**src/rtl/ctrl_pkg.sv**
```systemverilog
// Shared decode constants for the pipelined decode controller: field positions,
// opcode values, ALU select codes and the NOP instruction word.
package ctrl_pkg;

    localparam int NREG = 32;
    localparam int IW   = 32;

    localparam int OP_HI = 31;
    localparam int OP_LO = 26;
    localparam int RS_HI = 25;
    localparam int RS_LO = 21;
    localparam int RT_HI = 20;
    localparam int RT_LO = 16;
    localparam int RD_HI = 15;
    localparam int RD_LO = 11;
    localparam int FN_HI = 5;
    localparam int FN_LO = 0;

    localparam logic [5:0]    OP_RTYPE   = 6'b000000;
    localparam logic [2:0]    OP_IMM_PFX = 3'b001;
    localparam logic [IW-1:0] NOP_IR     = 32'h0;

    typedef enum logic [2:0] {
        S_XOR  = 3'b000,
        S_XNOR = 3'b001,
        S_ADD  = 3'b010,
        S_SUB  = 3'b011,
        S_OR   = 3'b100,
        S_NOR  = 3'b101,
        S_AND  = 3'b110,
        S_ONES = 3'b111
    } alu_sel_e;

    function automatic logic [IW-1:0] signExt16(input logic [15:0] v);
        return {{16{v[15]}}, v};
    endfunction

endpackage

```
**src/rtl/onehot5to32.sv**
```systemverilog
// Converts a 5-bit register index into a 32-bit one-hot select.
module onehot5to32 (
    input  logic [4:0]  idx_i,
    output logic [31:0] onehot_o
);

    assign onehot_o = 32'h1 << idx_i;

endmodule

```
**src/rtl/pipe_decode_ctrl.sv**
```systemverilog
// Pipelined decode controller: IF/ID, ID/EX and EX/MEM control registers driving
// regfile selects and ALU controls. Define HAZARD_STALL_EN to enable RAW stall logic.
module pipe_decode_ctrl
    import ctrl_pkg::*;
(
    input  logic        clk,
    input  logic        reset,
    input  logic [31:0] ibus,
    output logic [31:0] Aselect,
    output logic [31:0] Bselect,
    output logic        Imm,
    output logic [31:0] immed,
    output logic [2:0]  S,
    output logic        Cin,
    output logic [31:0] Dselect,
    output logic        stall
);

    logic [IW-1:0] ir_q;
    logic [2:0]    s_q;
    logic          cin_q;
    logic [4:0]    exDest_q;
    logic [4:0]    memDest_q;

    logic [5:0] op;
    logic [4:0] rs;
    logic [4:0] rt;
    logic [4:0] rd;
    logic [5:0] fn;
    logic       isRtype;
    logic       isImm;

    logic [4:0] aIdx;
    logic [4:0] bIdx;
    logic [4:0] dest_d;
    logic [2:0] s_d;
    logic       cin_d;
    logic       valid_d;

    // Shift-amount bits are never used by this datapath.
    logic unusedShamt;
    assign unusedShamt = ^ir_q[10:6];

    assign op = ir_q[OP_HI:OP_LO];
    assign rs = ir_q[RS_HI:RS_LO];
    assign rt = ir_q[RT_HI:RT_LO];
    assign rd = ir_q[RD_HI:RD_LO];
    assign fn = ir_q[FN_HI:FN_LO];

    assign isRtype = (op == OP_RTYPE) && (fn[5:3] == 3'b000);
    assign isImm   = (op[5:3] == OP_IMM_PFX);

    always_comb begin
        aIdx    = 5'd0;
        bIdx    = 5'd0;
        dest_d  = 5'd0;
        s_d     = S_XOR;
        valid_d = 1'b0;
        if (isRtype) begin
            aIdx    = rs;
            bIdx    = rt;
            dest_d  = rd;
            s_d     = fn[2:0];
            valid_d = 1'b1;
        end else if (isImm) begin
            aIdx    = rs;
            dest_d  = rt;
            s_d     = op[2:0];
            valid_d = 1'b1;
        end
        cin_d = (s_d == S_SUB);
    end

    assign Imm   = isImm;
    assign immed = signExt16(ir_q[15:0]);

`ifdef HAZARD_STALL_EN
    logic exValid_q;

    // Writes complete on the falling edge of MEM, so only the EX-stage dest can collide.
    assign stall = exValid_q && (exDest_q != 5'd0) &&
                   ((exDest_q == rs) || ((op == OP_RTYPE) && (exDest_q == rt)));

    always_ff @(posedge clk) begin
        if (reset || stall) begin
            exValid_q <= 1'b0;
        end else begin
            exValid_q <= valid_d;
        end
    end
`else
    logic unusedValid;
    assign unusedValid = valid_d;
    assign stall       = 1'b0;
`endif

    always_ff @(posedge clk) begin
        if (reset) begin
            ir_q <= NOP_IR;
        end else if (!stall) begin
            ir_q <= ibus;
        end
    end

    // A stall turns the instruction entering EX into a bubble while IR holds.
    always_ff @(posedge clk) begin
        if (reset || stall) begin
            s_q      <= S_XOR;
            cin_q    <= 1'b0;
            exDest_q <= 5'd0;
        end else begin
            s_q      <= s_d;
            cin_q    <= cin_d;
            exDest_q <= dest_d;
        end
    end

    always_ff @(posedge clk) begin
        if (reset) begin
            memDest_q <= 5'd0;
        end else begin
            memDest_q <= exDest_q;
        end
    end

    assign S   = s_q;
    assign Cin = cin_q;

    onehot5to32 uASel (.idx_i(aIdx),      .onehot_o(Aselect));
    onehot5to32 uBSel (.idx_i(bIdx),      .onehot_o(Bselect));
    onehot5to32 uDSel (.idx_i(memDest_q), .onehot_o(Dselect));

endmodule

```
**config.mk**
```make
export PLATFORM = sky130hd
export DESIGN_NAME = pipe_decode_ctrl
export DESIGN_NICKNAME = d
export VERILOG_FILES = /design/src/rtl/ctrl_pkg.sv /design/src/rtl/onehot5to32.sv /design/src/rtl/pipe_decode_ctrl.sv
export SDC_FILE = /design/constraint.sdc
export NUM_CORES = 1
export LEC_CHECK = 0
export CORE_MARGIN = 4
export CORE_UTILIZATION = 35
export CTS_CLUSTER_DIAMETER = 30
export DETAILED_ROUTE_END_ITERATION = 6
export PLACE_DENSITY = 0.82
export SYNTH_ARGS = -nofsm -noshare
export SYNTH_HDL_FRONTEND = slang
export SYNTH_HIERARCHICAL = 1
export SYNTH_SLANG_ARGS = --single-unit
```
**constraint.sdc**
```tcl
create_clock -name clk -period 3 [get_ports clk]
set_input_delay 0.75 -clock clk [delete_from_list [all_inputs] [get_ports clk]]
set_output_delay 0.75 -clock clk [all_outputs]
set_load 0.1 [all_outputs]
```
Yosys cells after proc, flatten, opt, wreduce, memory -nomap -nowiden. Cells that the tools add are included.

Register bits: 46. Bits in latches: 0. Bits in writable memories: 0. ROM bits: 0. Input bits: 34. Output and inout bits: 134. Logic and storage cells: 20. Memories kept: 0.

Add/subtract/negate cells: 0. $mul: 0. Div/mod/pow operators: 0. $lt $le $gt $ge: 0. Eq/ne operators: 2. Shifts and indexed selects: 3. Muxes and demuxes: 7. Bitwise logic cells: 0. Reduce and logical (&&, ||, !) cells: 3.

Operators with widths (number): 1-bit by 5-bit left shift with 32-bit output, first input constant (3); 5-bit two-way mux (5); 6-bit zero test (1); 3-bit two-way mux (2); 3-bit by 1-bit equality test with 1-bit output, second input constant (1); 3-bit by 2-bit equality test with 1-bit output, second input constant (1); 3-bit zero test (1); 1-bit logical AND (1).

Longest topological paths before layout. Gate-level depths: netlist of the first run.

Word-level depth: 4. Mapped depth: 7. Gate-level depth less buffers: 6.

Hierarchy. The synthesis of the first run kept the hierarchy.

Modules (own cells, without submodules): pipe_decode_ctrl (instances 1, cells each 155, area each 1654.1 µm², seq. area each 920.9 µm²); onehot5to32 (instances 3, cells each 47, area each 214.0 µm², seq. area each 0.0 µm²).

Worst setup path after synthesis of the first run. Ideal clock, no wire load.

Path kind: flip-flop to output port. Start: register ir_q[30]. End: output port Aselect[16]. Data arrival time: 4.161 ns. Data required time: 2.250 ns. Path slack: -1.911 ns. Stages on the path, launching flop included: 6. Path buffers: 0. Cells stage by stage: dfxtp_1 nor3b_2 nor2_1 nor2b_1 or3b_1 nor2_1.

Word-level cells in the longest chain between the ends: 4. Elaborated cells between the ends (all ways): 6. Classes of those cells: eq/ne (1); shift (1); mux (2); reduce/logical (2).

Ends and longest elaborated chain: from (decl) (RTL line pipe_decode_ctrl.sv:19) `logic [IW-1:0] ir_q;`; from (signal assigned) (RTL line pipe_decode_ctrl.sv:101) `ir_q <= ibus;`; 3-bit by 1-bit equality test with 1-bit output (RTL line pipe_decode_ctrl.sv:51) `assign isImm = (op[5:3] == OP_IMM_PFX);`; named net Imm (RTL line pipe_decode_ctrl.sv:11) `output logic Imm,`; 5-bit two-way mux (RTL line pipe_decode_ctrl.sv:65) `end else if (isImm) begin`; 5-bit two-way mux (RTL line pipe_decode_ctrl.sv:59) `if (isRtype) begin`; named net aIdx[4] (RTL line pipe_decode_ctrl.sv:33) `logic [4:0] aIdx;`; 1-bit by 5-bit left shift with 32-bit output (RTL line onehot5to32.sv:7) `assign onehot_o = 32'h1 << idx_i;`; to (decl) (RTL line pipe_decode_ctrl.sv:9) `output logic [31:0] Aselect,`.

The timed path passes the listed nets, and every way through them passes these cells.

Worst setup path after layout of the first run.
Start: register ir_q[29]. End: output port Bselect[6].

Word-level cells in the longest chain between the ends: 4.

Ends and longest elaborated chain: 6-bit zero test (RTL line pipe_decode_ctrl.sv:50) `assign isRtype = (op == OP_RTYPE) && (fn[5:3] == 3'b000);`; 1-bit logical AND (RTL line pipe_decode_ctrl.sv:50); 5-bit two-way mux (RTL line pipe_decode_ctrl.sv:59); named net bIdx[1] (RTL line pipe_decode_ctrl.sv:34) `logic [4:0] bIdx;`; 1-bit by 5-bit left shift with 32-bit output (RTL line onehot5to32.sv:7); to (decl) (RTL line pipe_decode_ctrl.sv:10) `output logic [31:0] Bselect,`.

The timed path passes the listed nets, and every way through them passes these cells.

==> results of run 1 <==
cells by family after synthesis:
kind of cell	Yosys count	share of synthesized area (%)
and+or+nand+nor	193	43.5
buffers and inverters	48	13.4
DFF	46	40.1
AOI/OAI and AO/OA	8	2.83
other	1	0.163
critical path: stages, from the launching register on:
cell,delay [ns]
dfxtp_2,0.34
or4_4,0.54
nor3_4,0.25
buf_6,0.17
and2_4,0.16
or3b_4,0.45
nor2_4,0.14
buf_12,0.18
where the power goes:
| part | internal, mW | total, mW | switching (mW) |
|---|---|---|---|
| clock network | 0.173 | 0.397 | 0.225 |
| registers | 0.637 | 0.655 | 0.0183 |
| logic | 0.155 | 0.497 | 0.342 |
| total | 0.965 | 1.55 | 0.585 |
area by class of cell:
cell class	instances	area share (%)
flip-flops and latches	46	17.3
well taps	77	1.80
multi-input cells	202	31.5
clock inverters	3	0.515
repair buffers	203	47.6
clock buffers	5	1.29
layer usage:
metal / track usage [%] / up-vias / wire (µm)
met5: 0 / - / 0
met4: 4.74 / 0 / 142
met3: 4.33 / 16 / 672
met2: 42.2 / 125 / 5160
met1: 23.3 / 1194 / 3160
li1: - / 1223 / -
metrics by stage:
step,std cells,worst slack (ns),TNS [ns],hold slack [ns]
6_report,536,-0.284,-13.87,0.458
3_5_place_dp,512,-0.0605,-0.358,0.442
5_1_grt,536,-0.367,-19.34,0.467
3_3_place_gp,512,0.0103,0,0.437
2_1_floorplan,296,-0.461,-16.16,0.414
4_1_cts,530,-0.221,-9.71,0.457
worst paths after layout:
path,startpoint,endpoint
min,exDest_q[4],memDest_q[4]
max,ir_q[29],Bselect[6]
min reg2reg,exDest_q[4],memDest_q[4]
max reg2reg,ir_q[29],Cin
registers in the layout, indices dropped and copies added (netlist names):
register and cells:
memDest_q 5, Cin 1, ir_q 32, exDest_q 5
S 3
timing repair:
action | CTS | global route
endpoints found under the setup margin | 64 | 64
pin swaps | 27 | 14
resized for setup | 30 | 5
setup buffers | 10 | 6
placed cells by master, fill, tap and decap left out, types with 4 or more instances in the layout:
cell             synthesis  final
nand3b_1                 9      9
buf_6                    0     16
dfxtp_1                 46     43
nor2b_1                 42     37
a22oi_1                  7      7
nor2_1                 105     40
clkbuf_8                 0      5
and2_4                   0      5
nand2b_1                 6      4
nor2_4                   0     65
buf_12                   0     70
or3b_4                   0      6
buf_4                   34     84
clkdlybuf4s50_1          0     33
==> summary.md, run 1 <==
| Metric | Value |
|---|---|
| Status | complete, but fails checks |
| Failing checks | negative setup slack |
| Tcrit/Tclk final | 109% |
| Fin area | 0.00534 mm² |
| Part of the Yosys area used for sequential elements | 40.1% |
| Vias | 2,558 |
| Worst vdd ir | 0.432 mV |
| Lkg Pwr | 2.08 nW |
| Final core utilization | between 80% and 90% |
| Vias in the first global route | 2,535 |
| Synthesized area per cell | between 7 and 8 µm² |
| Number of synthesized flops with an enable pin | 0 |
| Mapped Area | 0.00230 mm² |
| CTS Root Cell | clkbuf_8 |
| Clk sinks | 46 |
| RSZ-0062 raised after global routing | true |
| Final hold viol count | 0 |
| Fraction of layout cells with a size suffix above 1 | 60.6% |
| Num rows | 29 |
| TritonCTS clock tree | done |
| Gpl congestion | about 0.74 |
| Hold buffer count at CTS | 0 |
| Setup Viol. Count Final | 64 |
| Top post-synthesis cells by count | 105 x nor2_1, 46 x dfxtp_1, 42 x nor2b_1 |
| GRT Total Usage | 21.4% |
| Layout Nets | 492 |
| Async SR Flop Fraction | 0% |
| Die height | just under 90 µm |
| DR WL/cell | 17.0 µm |
| CP Capture Type | output pin |
| CP max FO | 7 |
| Yosys cell types | 21 |
| CP Launch Type | register |
| FF-to-FF setup slack | 1.08 ns |
| N_diodes | 0 |
| Hold Path Class | reg2reg |
| Min Tclk post-route | around 3.3 ns |
| WP data required | around 2.3 ns |
| Total power after layout | approximately 1.5 mW |
| Multi-input logic area | ~0.0017 mm² |
| Setup ws final | -0.284 ns |
| 1st-iter DRT viols | 88 |
| Hpwl dp | 6650 µm |
| Ys Warns | 6 |
| Clk buf depth | 2 |
| Maxcap violations | 0 |
| Max Fclk | 0.304 GHz |
| Remaining DRCs | 0 |
| Layout Area Growth over Synthesis | 133% |
| Post-Syn Nets | 330 |
| GRT overflow | 0 |
| Worst-Margin Slew | 0.550 ns |
| Clk Latency, worst-skew pair | ~0.30 ns |
| Drt total wl | 9130 µm |
| I/O Buffers | 166 |
| Worst clock skew | ~0.011 ns |
| Area post-placement | 0.00499 mm² |
| R2R depth | 7 |
| Hold path cells | 1 |
| Vias per Instance | approximately 4.8 |
| #FFs+latches synth | between 40 and 50 |
| Yosys top cell by area | dfxtp_1 |
| Core ar. | approximately 0.0063 mm² |
| Most common cell in the netlist | nor2_1 |
| First-pass GRT wire length | 13,100 µm |
| Synth area leaders | dfxtp_1 40%, nor2_1 17%, nor2b_1 11% |
| ANT nets after route | 0 |
| Top_reg_cell synth | dfxtp_1 |
| Crit path DAT | roughly 2.5 ns |
| Initial antenna violation count | 0 |
| Largest net degree at the start of global routing | 47 |
| First-pass DRT Iterations | 4 |
| DIE AREA | approximately 0.008 mm² |
| H-tree levels | 2 |
| CP Class | reg2out |
| Top cell type's share of synthesized area | about two fifths |
| Slew HR | 63.3% |
| PwrDens | 290 mW/mm² |
| Filler cells | about 360 |
| Register area | 925 µm² |
| Clock transition at path regs | 0.09 ns |
| Io pins | around 170 |
| DIE WIDTH | around 89 µm |
| Initial core utilization | 36.2% |
| CTS buffer count | 5 |
| Pins Over Slew Limit | 0 |
| Post-Syn Instances | 296 |
Power figures use the tool's default switching activity.
==> run 2, diff against run 1 <==
==> constraint.sdc (replaced) <==
create_clock -name clk -period 3 [get_ports clk]
set_input_delay 0.75 -clock clk [delete_from_list [all_inputs] [get_ports clk]]
set_output_delay 0.75 -clock clk [all_outputs]
set_load 0.02 [all_outputs]
==> run 2 against run 1 <==
Effect of this change:
- the run still ends with negative setup slack left
- global-route usage decreased by 5.0 points
- fmax increased by 3.7%
- die area unchanged
- cell area decreased by 22%
- sequential cell count unchanged
- register-to-register slack improved by 0.21 ns
- first-iteration DRC count increased by 16%
- sequential share of layout area increased by 4.8 points
- worst setup slack improved by 0.12 ns
- wire length decreased by 21%
- core utilization decreased by 18 points
- critical path type unchanged
==> summary.md, run 2 (same netlist as run 1, synthesis figures left out) <==
| Metric | Value |
|---|---|
| Largest net degree at the start of global routing | 47 |
| Hpwl dp | 5610 µm |
| Gpl congestion | 0.855 |
| Worst-Margin Slew | around 0.75 ns |
| Vias in the first global route | 2,167 |
| Crit-path cells | or4_4, nor3_4, buf_6, and2_4, or3b_4, nor2_2, buf_6 |
| R2R depth | 5 |
| Layout Area Growth over Synthesis | 81.6% |
| Num rows | 29 |
| Final hold slack | 0.456 ns |
| Worst Path Buf+Inv | 2 |
| GRT Total Usage | 16.4% |
| Pins Over Slew Limit | 0 |
| N_diodes | 0 |
| Clk buf depth | 2 |
| Crit path DAT | 2.42 ns |
| Total power after layout | 1.34 mW |
| Clock transition at path regs | 0.08 ns |
| Top Registers | ir_q (32), exDest_q (5), memDest_q (5) |
| DIE AREA | 0.00792 mm² |
| Max Fclk | between 0.3 and 0.4 GHz |
| Clk Latency, worst-skew pair | just under 0.3 ns |
| Drt total wl | 7190 µm |
| Slew HR | 50.2% |
| Most common cell after layout, fill and taps aside | clkdlybuf4s50_1 |
| Remaining DRCs | 0 |
| Most frequent CP cell | buf_6 |
| CP Launch Type | register |
| Hold Path Class | reg2reg |
| Clk sinks | 46 |
| Fraction of layout cells with a size suffix above 1 | about 34% |
| Vias | 2,399 |
| Cell count after placement | between 500 and 600 |
| Hold path cells | 1 |
| Die height | 89.0 µm |
| Delay-heaviest family, CP | simple AND/OR/NAND/NOR gates |
| WP depth | 7 |
| Area post-placement | 0.00385 mm² |
| RR Startpoint | ir_q[27] |
| Core ar. | about 0.0063 mm² |
| CTS Root Cell | clkbuf_8 |
| PwrDens | 322 mW/mm² |
| Final cell count without fillers | 521 |
| Setup Viol. Count Final | 48 |
| TritonCTS clock tree | done |
| CTS buffer count | 5 |
| CP max stage delay | approximately 0.54 ns |
| H-tree levels | 2 |
| Setup ws final | -0.166 ns |
| ANT nets after route | 0 |
| Failing checks | negative setup slack |
| Vias per Instance | 4.60 |
| FF-to-FF setup slack | 1.29 ns |
| Largest reg by FF count | ir_q |
| Tcrit/Tclk final | 106% |
| Max reg flops | 32 |
| Lkg Pwr | 1.67 nW |
| Final hold viol count | 0 |
| First-pass GRT wire length | roughly 10,000 µm |
| Worst clock skew | approximately 0.0024 ns |
| Crit-path slowest cell | or4_4 |
| Multi-input logic area | roughly 0.0013 mm² |
| Min Tclk post-route | 3.17 ns |
| Status | complete, but fails checks |
| Final core utilization | ~66% |
| Layout Nets | between 400 and 500 |
| Most frequent cells in the layout | 101 x clkdlybuf4s50_1, 83 x nor2_1, 56 x buf_4 |
| CP max FO | 7 |
| Initial antenna violation count | 0 |
| 1st-iter DRT viols | just over 100 |
| WP data required | 2.25 ns |
| HP Start | exDest_q[3] |
| Worst vdd ir | 0.362 mV |
| DR WL/cell | about 14 µm |
| Fin area | 0.00417 mm² |
| CP Class | reg2out |
| CP Capture Type | output pin |
| DIE WIDTH | 89.0 µm |
| I/O Buffers | 166 |
| Maxcap violations | 0 |
| Filler cells | 518 |
| Reg-to-reg endpoint | Cin |
| RSZ-0062 raised after global routing | true |
| Register area | 922 µm² |
| Initial core utilization | 36.2% |
| WHS Endpoint | memDest_q[3] |
| GRT overflow | 0 |
| Worst setup startpoint | ir_q[27] |
| First-pass DRT Iterations | 4 |
| Io pins | 168 |
[run 2: changes by cell type in the layout (fill, tap and decap cells not counted), moves of 2 or more]
cell             before  now
buf_12               70    0
clkdlybuf4s50_1      33  101
nor2_4               65    8
nor2_1               40   83
buf_4                84   56
nor2_2                0   14
buf_6                16   24
buf_2                 0    6
and2_2                0    2
and2_4                5    3
dfxtp_1              43   45
dfxtp_2               3    1
nand2b_1              4    2
nand2b_4              2    4
[run 2: power by group]
group / internal, mW / switching (mW)
logic: 0.135 / 0.115
clock network: 0.248 / 0.193
registers: 0.636 / 0.0146
total: 1.02 / 0.323
[run 2: timing repair]
action,CTS,global route
hold buffers,0,0
buffers inserted,5,2
pin swaps,7,10
cloned,0,0
resized for setup,338,69
setup endpoints to repair,64,64
[run 2: worst max-delay path by stage]
stage	end	slack (ns)
2_1_floorplan	Aselect[16]	0.004
3_3_place_gp	Bselect[16]	-0.26
3_5_place_dp	Bselect[6]	-0.32
4_1_cts	Aselect[10]	-0.14
5_1_grt	Aselect[1]	-0.26
6_report	Bselect[28]	-0.17
[run 2: area by class of cell]
| class | instances | area share (%) |
|---|---|---|
| Multi-Input combinational cell | 202 | 31.1 |
| Timing Repair Buffer | 188 | 41.8 |
| Clock buffer | 6 | 1.74 |
| Clock inverter | 2 | 0.900 |
| Sequential cell | 46 | 22.1 |
| Tap cell | 77 | 2.31 |
[run 2: worst reg2reg max path: cells and delay by family (launching register included)]
kind	cells	cell delay [ns]
buf+inv	1	0.17
compound gates	1	0.06
simple gates	3	1.06
flops	1	0.32
[run 2: per-stage QoR]
step | setup slack [ns] | TNS [ns]
final | -0.166 | -4.40
after global routing | -0.258 | -11.06
after CTS | -0.142 | -4.13
after detailed placement | -0.318 | -13.47
after global placement | -0.259 | -10.10
after floorplan | 0.00393 | 0
[run 2: routing by layer]
metal | routed length, µm | up-vias | track usage, % | share of wire (%)
met5 | 0 | - | 0 | 0
li1 | - | 1187 | - | -
met2 | 3860 | 98 | 29.5 | 54
met1 | 2520 | 1096 | 17.9 | 35
met3 | 612 | 18 | 5.35 | 8.5
met4 | 196 | 0 | 6.36 | 2.7
